File: src/rtl/edge_meter_pkg.sv
// Shared types and parameter defaults for the edge interval meter.
package edge_meter_pkg;

  typedef enum logic [1:0] {
    IDLE    = 2'd0,
    ARM     = 2'd1,
    MEASURE = 2'd2,
    DONE    = 2'd3
  } state_t;

  localparam int CNT_W_DEF       = 32;
  localparam int TIMEOUT_CYC_DEF = 1024;
  localparam int SYNC_STAGES_DEF = 2;

endpackage

File: src/rtl/sync_ff.sv
// Multi-stage flop synchronizer bringing an asynchronous level into the clk domain.
module sync_ff #(
  parameter int STAGES = 2
) (
  input  logic clk,
  input  logic rst_n,
  input  logic d,
  output logic q
);

  logic [STAGES-1:0] stages;

  // NOTE: clocked state always uses non-blocking assignments so every flop
  // samples the pre-edge value of its neighbour, giving a true shift chain.
  always_ff @(posedge clk or negedge rst_n) begin
    if (!rst_n) begin
      stages <= '0;
    end else begin
      stages <= (stages << 1) | STAGES'(d);
    end
  end

  assign q = stages[STAGES-1];

endmodule

File: src/rtl/edge_interval_meter.sv
// Measures the clk-cycle span of a number of rising edges on an asynchronous
// input, with saturation, an edge-gap timeout and a one-cycle done pulse.
module edge_interval_meter
  import edge_meter_pkg::*;
#(
  parameter int CNT_W       = CNT_W_DEF,
  parameter int TIMEOUT_CYC = TIMEOUT_CYC_DEF,
  parameter int SYNC_STAGES = SYNC_STAGES_DEF
) (
  input  logic             clk,
  input  logic             rst_n,
  input  logic             sig_in,
  input  logic             start,
  input  logic [7:0]       num_edges,
  output logic             busy,
  output logic             done,
  output logic [CNT_W-1:0] interval,
  output logic             overflow,
  output logic             timeout
);

  localparam int GAP_W  = $clog2(TIMEOUT_CYC + 1);
  localparam int WARM_W = $clog2(SYNC_STAGES + 1);
  localparam logic [GAP_W-1:0] GAP_LIMIT = GAP_W'(TIMEOUT_CYC);
  localparam logic [CNT_W-1:0] CNT_MAX   = '1;

  logic              sync_q;
  logic              prev_q;
  logic              seen_low;
  logic [WARM_W-1:0] warm;
  logic              sample_valid;
  logic              rise;

  state_t            state;
  logic [7:0]        remaining;
  logic [GAP_W-1:0]  gap;
  logic [GAP_W-1:0]  gap_inc;

  sync_ff #(.STAGES(SYNC_STAGES)) u_sync (
    .clk   (clk),
    .rst_n (rst_n),
    .d     (sig_in),
    .q     (sync_q)
  );

  // The synchronizer output only reflects real samples once the reset zeros
  // have shifted out; a rise also needs a genuine low sample first, so a
  // signal already high at reset release never looks like an edge.
  assign sample_valid = (warm == WARM_W'(SYNC_STAGES));
  assign rise         = seen_low & sync_q & ~prev_q;
  assign gap_inc      = gap + GAP_W'(1);

  always_ff @(posedge clk or negedge rst_n) begin
    if (!rst_n) begin
      prev_q   <= 1'b0;
      seen_low <= 1'b0;
      warm     <= '0;
    end else begin
      prev_q <= sync_q;
      if (!sample_valid) begin
        warm <= warm + WARM_W'(1);
      end else if (!sync_q) begin
        seen_low <= 1'b1;
      end
    end
  end

  // NOTE: every register, outputs included, takes the async reset so an
  // aborted measurement leaves no stale result or pending pulse behind.
  always_ff @(posedge clk or negedge rst_n) begin
    if (!rst_n) begin
      state     <= IDLE;
      busy      <= 1'b0;
      done      <= 1'b0;
      interval  <= '0;
      overflow  <= 1'b0;
      timeout   <= 1'b0;
      remaining <= '0;
      gap       <= '0;
    end else begin
      done <= 1'b0;
      unique case (state)
        IDLE: begin
          if (start) begin
            interval  <= '0;
            overflow  <= 1'b0;
            timeout   <= 1'b0;
            remaining <= num_edges;
            gap       <= '0;
            busy      <= 1'b1;
            if (num_edges == 8'd0) begin
              done  <= 1'b1;
              state <= DONE;
            end else begin
              state <= ARM;
            end
          end
        end
        ARM: begin
          if (rise) begin
            interval <= '0;
            gap      <= '0;
            state    <= MEASURE;
          end else if (gap_inc == GAP_LIMIT) begin
            timeout <= 1'b1;
            done    <= 1'b1;
            state   <= DONE;
          end else begin
            gap <= gap_inc;
          end
        end
        MEASURE: begin
          if (interval == CNT_MAX) begin
            overflow <= 1'b1;
          end else begin
            interval <= interval + CNT_W'(1);
          end
          // An edge landing on the timeout cycle still counts as an edge.
          if (rise) begin
            gap       <= '0;
            remaining <= remaining - 8'd1;
            if (remaining == 8'd1) begin
              done  <= 1'b1;
              state <= DONE;
            end
          end else if (gap_inc == GAP_LIMIT) begin
            timeout <= 1'b1;
            done    <= 1'b1;
            state   <= DONE;
          end else begin
            gap <= gap_inc;
          end
        end
        DONE: begin
          busy  <= 1'b0;
          state <= IDLE;
        end
      endcase
    end
  end

endmodule

File: config.mk
export PLATFORM = sky130hd
export DESIGN_NAME = edge_interval_meter
export DESIGN_NICKNAME = d
export VERILOG_FILES = /design/src/rtl/edge_meter_pkg.sv /design/src/rtl/sync_ff.sv /design/src/rtl/edge_interval_meter.sv
export SDC_FILE = /design/constraint.sdc
export NUM_CORES = 1
export LEC_CHECK = 0
export BUFFER_PORTS_ARGS = -buffer_cell sky130_fd_sc_hd__buf_2
export CORE_MARGIN = 10
export CORE_UTILIZATION = 53
export CTS_CLUSTER_SIZE = 30
export DETAILED_ROUTE_END_ITERATION = 10
export GPL_TIMING_DRIVEN = 0
export PLACE_DENSITY = 0.82
export SYNTH_ARGS = -nofsm -noshare
export SYNTH_HDL_FRONTEND = slang
export SYNTH_SLANG_ARGS = --single-unit
export TNS_END_PERCENT = 10
File: constraint.sdc
create_clock -name clk -period 2.4 [get_ports clk]
set_input_delay 0.48 -clock clk [delete_from_list [all_inputs] [get_ports clk]]
set_output_delay 0.48 -clock clk [all_outputs]
set_load 0.01 [all_outputs]
# == Word level (Yosys, flattened, before mapping) ==
# Cells that the tools add are included.
# totals
regBits,63
in_bits,12
output_inout_bits,36
word_cells,85
# op_classes
addsub,4
n_eq_ne,16
n_mux,33
n_bitwise,5
reduce_logical,15
# ops
operator,n
2-to-1 mux 32 bit,3
case mux 32 bit (3 select lines),1
2-to-1 mux 11 bit,3
adder 32 x 1 -> 32 bit (second input constant),1
equality test 32 bit (second input constant),1
case mux 11 bit (2 select lines),1
2-to-1 mux 8 bit,2
case mux 8 bit (2 select lines),1
2-to-1 mux 2 bit,6
!= test 2 bit (second input constant),6
adder 11 x 1 -> 11 bit (second input constant),1
equality test 11 bit (second input constant),1
2-to-1 mux 1 bit,11
AND reduction 3 bit,3
equality test 8 x 1 -> 1 bit (second input constant),1
zero test 8 bit,1
case mux 2 bit (4 select lines),1
AND reduction 4 bit,2
subtractor 8 x 1 -> 8 bit (second input constant),1
equality test 2 bit (second input constant),3
!= test 3 bit (second input constant),2
case mux 1 bit (2 select lines),3
AND reduction 2 bit,3
nonzero test 2 bit,3
other kinds (10),12

# == Depth between registers and ports, before layout ==
# logic_depth
word_depth,5
depth_mapped,10
ltp_nobuf,7

# == Hierarchy ==
# A second synthesis with hierarchy kept.
# hier_totals
cells_unflattened,411
area_unflattened_um2,3758.6
# modules_own_cells
module,n_inst,cells_each,area_per_inst_um2,seq_area_each_um2
edge_interval_meter,1,409,3708.6,1526.5
sync_ff,1,2,50.0,50.0

# == Worst setup path after synthesis ==
# OpenSTA, ideal clock, no wires.
# synth_timing
path_kind,register to register
from,register state[0]
to,register interval[28]
setup_ps,78
arrival_ps,2328
required_ps,2322
setup_slack_ps,-6
stages_incl_launch_ff,10
path_buffers,2
period_less_slack_ps,2406
path_cell_list,dfrtp_1 -> inv_1 -> ha_1 -> clkbuf_1 -> nor2b_1 -> a211o_1 -> a2111o_1 -> buf_6 -> or4_1 -> a21oi_1
# synth_via
elab_chain_cells,3
word_cells_on_any_way,9
cone_classes,5 x eq/ne; 1 x mux; 3 x reduce/logical
# synth_lines
element,line,text
from (decl),edge_interval_meter.sv:34,state_t state;
from (signal assigned),edge_interval_meter.sv:72,state <= IDLE;
from (signal assigned),edge_interval_meter.sv:93,state <= DONE;
from (signal assigned),edge_interval_meter.sv:95,state <= ARM;
"equality test 2 bit, or another cell as far along",edge_interval_meter.sv:82,unique case (state)
!= test 2 bit (no source line) / nonzero test 3 bit (equally long branches),n/a,
AND reduction 4 bit (no source line),n/a,
to (signal assigned),edge_interval_meter.sv:116,interval <= interval + CNT_W'(1);
to (decl),edge_interval_meter.sv:17,"output logic [CNT_W-1:0] interval,"
# Several ways; a longest one is shown, not always the timed one.
# A chain may end at the register's enable or synchronous reset.

# == Final worst setup path ==
# layout_timing
from,register interval[0]
to,register interval[28]
# layout_via
elab_chain_cells,3
word_cells_on_any_way,6
cone_classes,1 x add/sub; 2 x eq/ne; 2 x mux; 1 x reduce/logical
# layout_lines
element,line
adder 32 x 1 -> 32 bit / equality test 32 bit (equally long branches),"edge_interval_meter.sv:116, edge_interval_meter.sv:113"
2-to-1 mux 32 bit / != test 2 bit (equally long branches),n/a
case mux 32 bit (3 select lines) / AND reduction 4 bit (equally long branches),n/a
# Several ways; a longest one is shown, not always the timed one. The select of a mux whose other input is x is not followed.

==> results by group <==
CTS
  • Inserted Clock Buffers: 9
  • Clock tree root buffer cell: clkbuf_8
  • Cts hold-fix bufs: 0
  • Bufs on Longest Clock Path: 2
  • Worst-Skew Late Latency: 0.35 ns
  • TritonCTS clock tree: built
  • Clock transition at the registers of the reported paths: 0.08 ns
  • Num Clock Sinks: 63
  • Max H-tree Level: 3

GRT
  • Number of global-route vias before repair: 3753
  • Pin count of the biggest net entering global routing: 64
  • Met2 GRT Util: 31.1%
  • Initial antenna violation count: 0
  • Layer with the highest usage: met2
  • GR Util met1: 23.9%
  • Total GRT Usage: 19.0%
  • First-pass GRT wire length: 17800 um
  • Met3 usage: 4.02%
  • Total overflow reported by the global router: 0

Run status
  • Failing checks: setup timing
  • Outcome: complete, but fails checks

Route
  • WL per Instance: 17.6 um
  • Vias/cell: 6.37
  • Post-Route WL: 10700 um
  • DRC: 0
  • Drt pass-1 iters: 5
  • Detail Route Antenna Nets: 0
  • First DRT Iteration DRCs: 223
  • Via count: 3855

Placed design
  • Area after DPL: 4220 um2
  • Place WS: -0.360 ns
  • Dpl hpwl: 7250 um
  • IO Port Bufs: 47
  • GPL Wtd Cong: 0.910

Setup path
  • CP Max Fanout: 10
  • Crit. End Element: flop
  • Setup CP Type: flop to flop
  • Data required, critical path: 2.67 ns
  • Setup crit start kind: flop
  • CP arrival: 2.74 ns
  • Reg2reg start: interval[0]
  • CP startpoint: interval[0]

Pwr
  • Clock Power Share: 25.2%
  • Power Density: 823 nW/um2
  • Combinational power share: 39.8%
  • P_int: 0.00219 W
  • Leak pwr: 1.94 nW
  • Net Sw Frac: 41.8%
  • P_sw: 0.00157 W
  • Reg power frac: 35.0%
  • IR drop worst, VDD: 0.518 mV

Yosys
  • Asr flop ratio synth: 100%
  • Post-synthesis xor/xnor area fraction: 0.455%
  • Synthesized area: 3850 um2
  • Synth cell types: 62
  • Post-synth EDFFs: 0
  • Synth warnings: 0
  • Synth Area in Adders: 2.92%
  • Largest family of logic cells by synthesized area: simple AND/OR/NAND/NOR gates
  • Seq/Total Area, Yosys: 40.9%
  • Gate Count Post-Synth: 440
  • Compound-Gate Fraction of Synth Area: 24.1%
  • Main synth FF type: dfrtp_1
  • Mux share of post-synthesis cell area: 2.08%
  • #FFs+latches synth: 63
  • Post-Synth Simple-Gate Area: 25.1%
  • Syn_nets: 461
  • Avg Cell Area, Syn: 8.75 um2

Finish
  • Final net count: 522
  • Layout cell share with drive strength beyond 1: 20.2%
  • Final Util: 63.7%
  • # diodes: 0
  • P&R area growth vs syn: 18.7%
  • Final instance area: 4570 um2
  • Fill count: 610

Timing
  • WHS: 0.217 ns
  • Worst Slack Setup Final: -0.0648 ns
  • Final hold violation count: 0
  • Slew at the pin closest to its max-slew limit: 0.811 ns
  • Slew margin rel.: 45.9%
  • Fin crit period: 2.46 ns
  • Final setup violation count: 4
  • Final Skew: 0.00998 ns
  • Max-slew violations: 0
  • TNS Setup: -0.162 ns
  • RSZ-0062 raised after global routing: yes
  • Fmax: 406 MHz
  • Tcrit/Tclk final: 103%

Floorplan
  • # rows: 31
  • Die area: 11100 um2
  • Initial Utilization: 53.7%
  • Die Y: 105 um
  • IO Pins: 48
  • Die X: 105 um
  • Core area: 7180 um2

Min path
  • Worst min path class: input pin to asynchronous set/reset pin

Job
  • Max-cap viol count: 0
-- layer usage --
metal	up-vias	share of wire, %
met5	-	0
li1	1809	-
met4	0	1.7
met1	1865	43
met2	160	48
met3	21	6.3
-- power groups by stage --
stage	Clock [W]	Combinational (W)	Sequential, W
CTS	0.000948	0.00144	0.00130
global route	0.000994	0.00165	0.00133
finish	0.000948	0.00150	0.00131
detailed placement	0	0.00133	0.00134
floorplan	0	0.000929	0.00131
global placement	0	0.00128	0.00133
-- layout make-up --
| cell class | count | area [um2] | share of cell area (%) |
|---|---|---|---|
| flip-flops and latches | 63 | 1580 | 34.7 |
| clock inverters | 6 | 60.1 | 1.31 |
| multi-input cells | 335 | 2200 | 48.1 |
| plain buffers | 26 | 143 | 3.12 |
| inverters | 15 | 56.3 | 1.23 |
| repair buffers | 51 | 268 | 5.86 |
| clock buffers | 10 | 138 | 3.01 |
| well taps | 99 | 124 | 2.71 |
-- state kept, by name, indices dropped and copies added (netlist names) --
name           count
warm               2
state              2
u_sync.stages      2
gap               11
busy               1
seen_low           1
timeout            1
interval          32
overflow           1
prev_q             1
done               1
remaining          8
-- worst max-delay path, stage by stage, from the launching register on --
cell and delay (ns):
dfrtp_1 0.40, ha_4 0.17, nand3_4 0.11, or4_4 0.54, a2111o_1 0.46, buf_6 0.16
or4_1 0.42, a21oi_2 0.13
-- metrics by stage --
step | instances | power (W)
3_3_place_gp | 586 | 0.00261
6_report | 605 | 0.00376
2_1_floorplan | 440 | 0.00224
3_5_place_dp | 586 | 0.00267
5_1_grt | 605 | 0.00398
4_1_cts | 606 | 0.00369
-- Yosys cell counts, types with 6 or more instances --
| library cell | instances | share of area [%] |
|---|---|---|
| nand4_1 | 13 | 2.1 |
| mux2i_1 | 8 | 2.1 |
| and3_1 | 8 | 1.3 |
| nand3b_1 | 9 | 1.8 |
| inv_1 | 15 | 1.5 |
| ha_1 | 9 | 2.9 |
| clkbuf_1 | 21 | 2.0 |
| nor4_1 | 7 | 1.1 |
| nand2_1 | 43 | 4.2 |
| nor3_1 | 18 | 2.3 |
| dfrtp_1 | 63 | 41 |
| a21oi_1 | 23 | 3.0 |
| or4_1 | 9 | 1.8 |
| o21ai_0 | 40 | 5.2 |
| o2bb2ai_1 | 6 | 1.4 |
| nand3_1 | 22 | 2.9 |
| a31oi_1 | 10 | 1.6 |
| o221ai_1 | 9 | 2.0 |
| nor2_1 | 21 | 2.0 |
| o22ai_1 | 7 | 1.1 |
-- path summary, 6_finish.rpt --
kind                            slack [ns]  cells past startpoint          endpoint
worst min register to register        0.36                      0  u_sync.stages[1]
worst min-delay path                  0.22                      1            gap[8]
min in group clk                      0.24                      1  u_sync.stages[0]
max in group asynchronous             1.59                      1       interval[9]
worst max register to register       -0.06                      7      interval[28]
worst max-delay path                 -0.06                      7      interval[28]
-- what timing repair did --
action | 4_1_cts | 5_1_grt
setup endpoints to repair | 51 | 50
pin swaps | 6 | 4
resized for setup | 22 | 19
setup buffers | 4 | 0
endpoints found under the hold margin | 0 | 0
cloned | 0 | 0
-- logic make-up after synthesis --
family | after synthesis
and+or+nand+nor | 178
AOI/OAI and AO/OA | 138
DFF | 63
buffers and inverters | 42
adders and majority gates | 9
muxes | 8
xor gates and xnor gates | 2
-- placed cells by master (no fill, tap or decap), types with 5 or more instances in the layout --
cell type and instances:
dfrtp_1 57, buf_2 48, nand2_1 43, o21ai_0 39, a21oi_1 22, nand3_1 22, nor2_1 20, nor3_1 16
inv_1 15, nand4_1 13, clkbuf_1 12, clkbuf_8 11, a31oi_1 10, nand3b_1 9, o221ai_1 9, or4_1 9
and3_1 8, mux2i_1 8, nor4_1 7, o22ai_1 7, ha_1 7, buf_4 6, o2bb2ai_1 6, dfrtp_2 6
clkbuf_2 5, a211o_1 5, o31ai_1 5, o211ai_1 5
No activity file was read; power rests on OpenSTA's default activity.
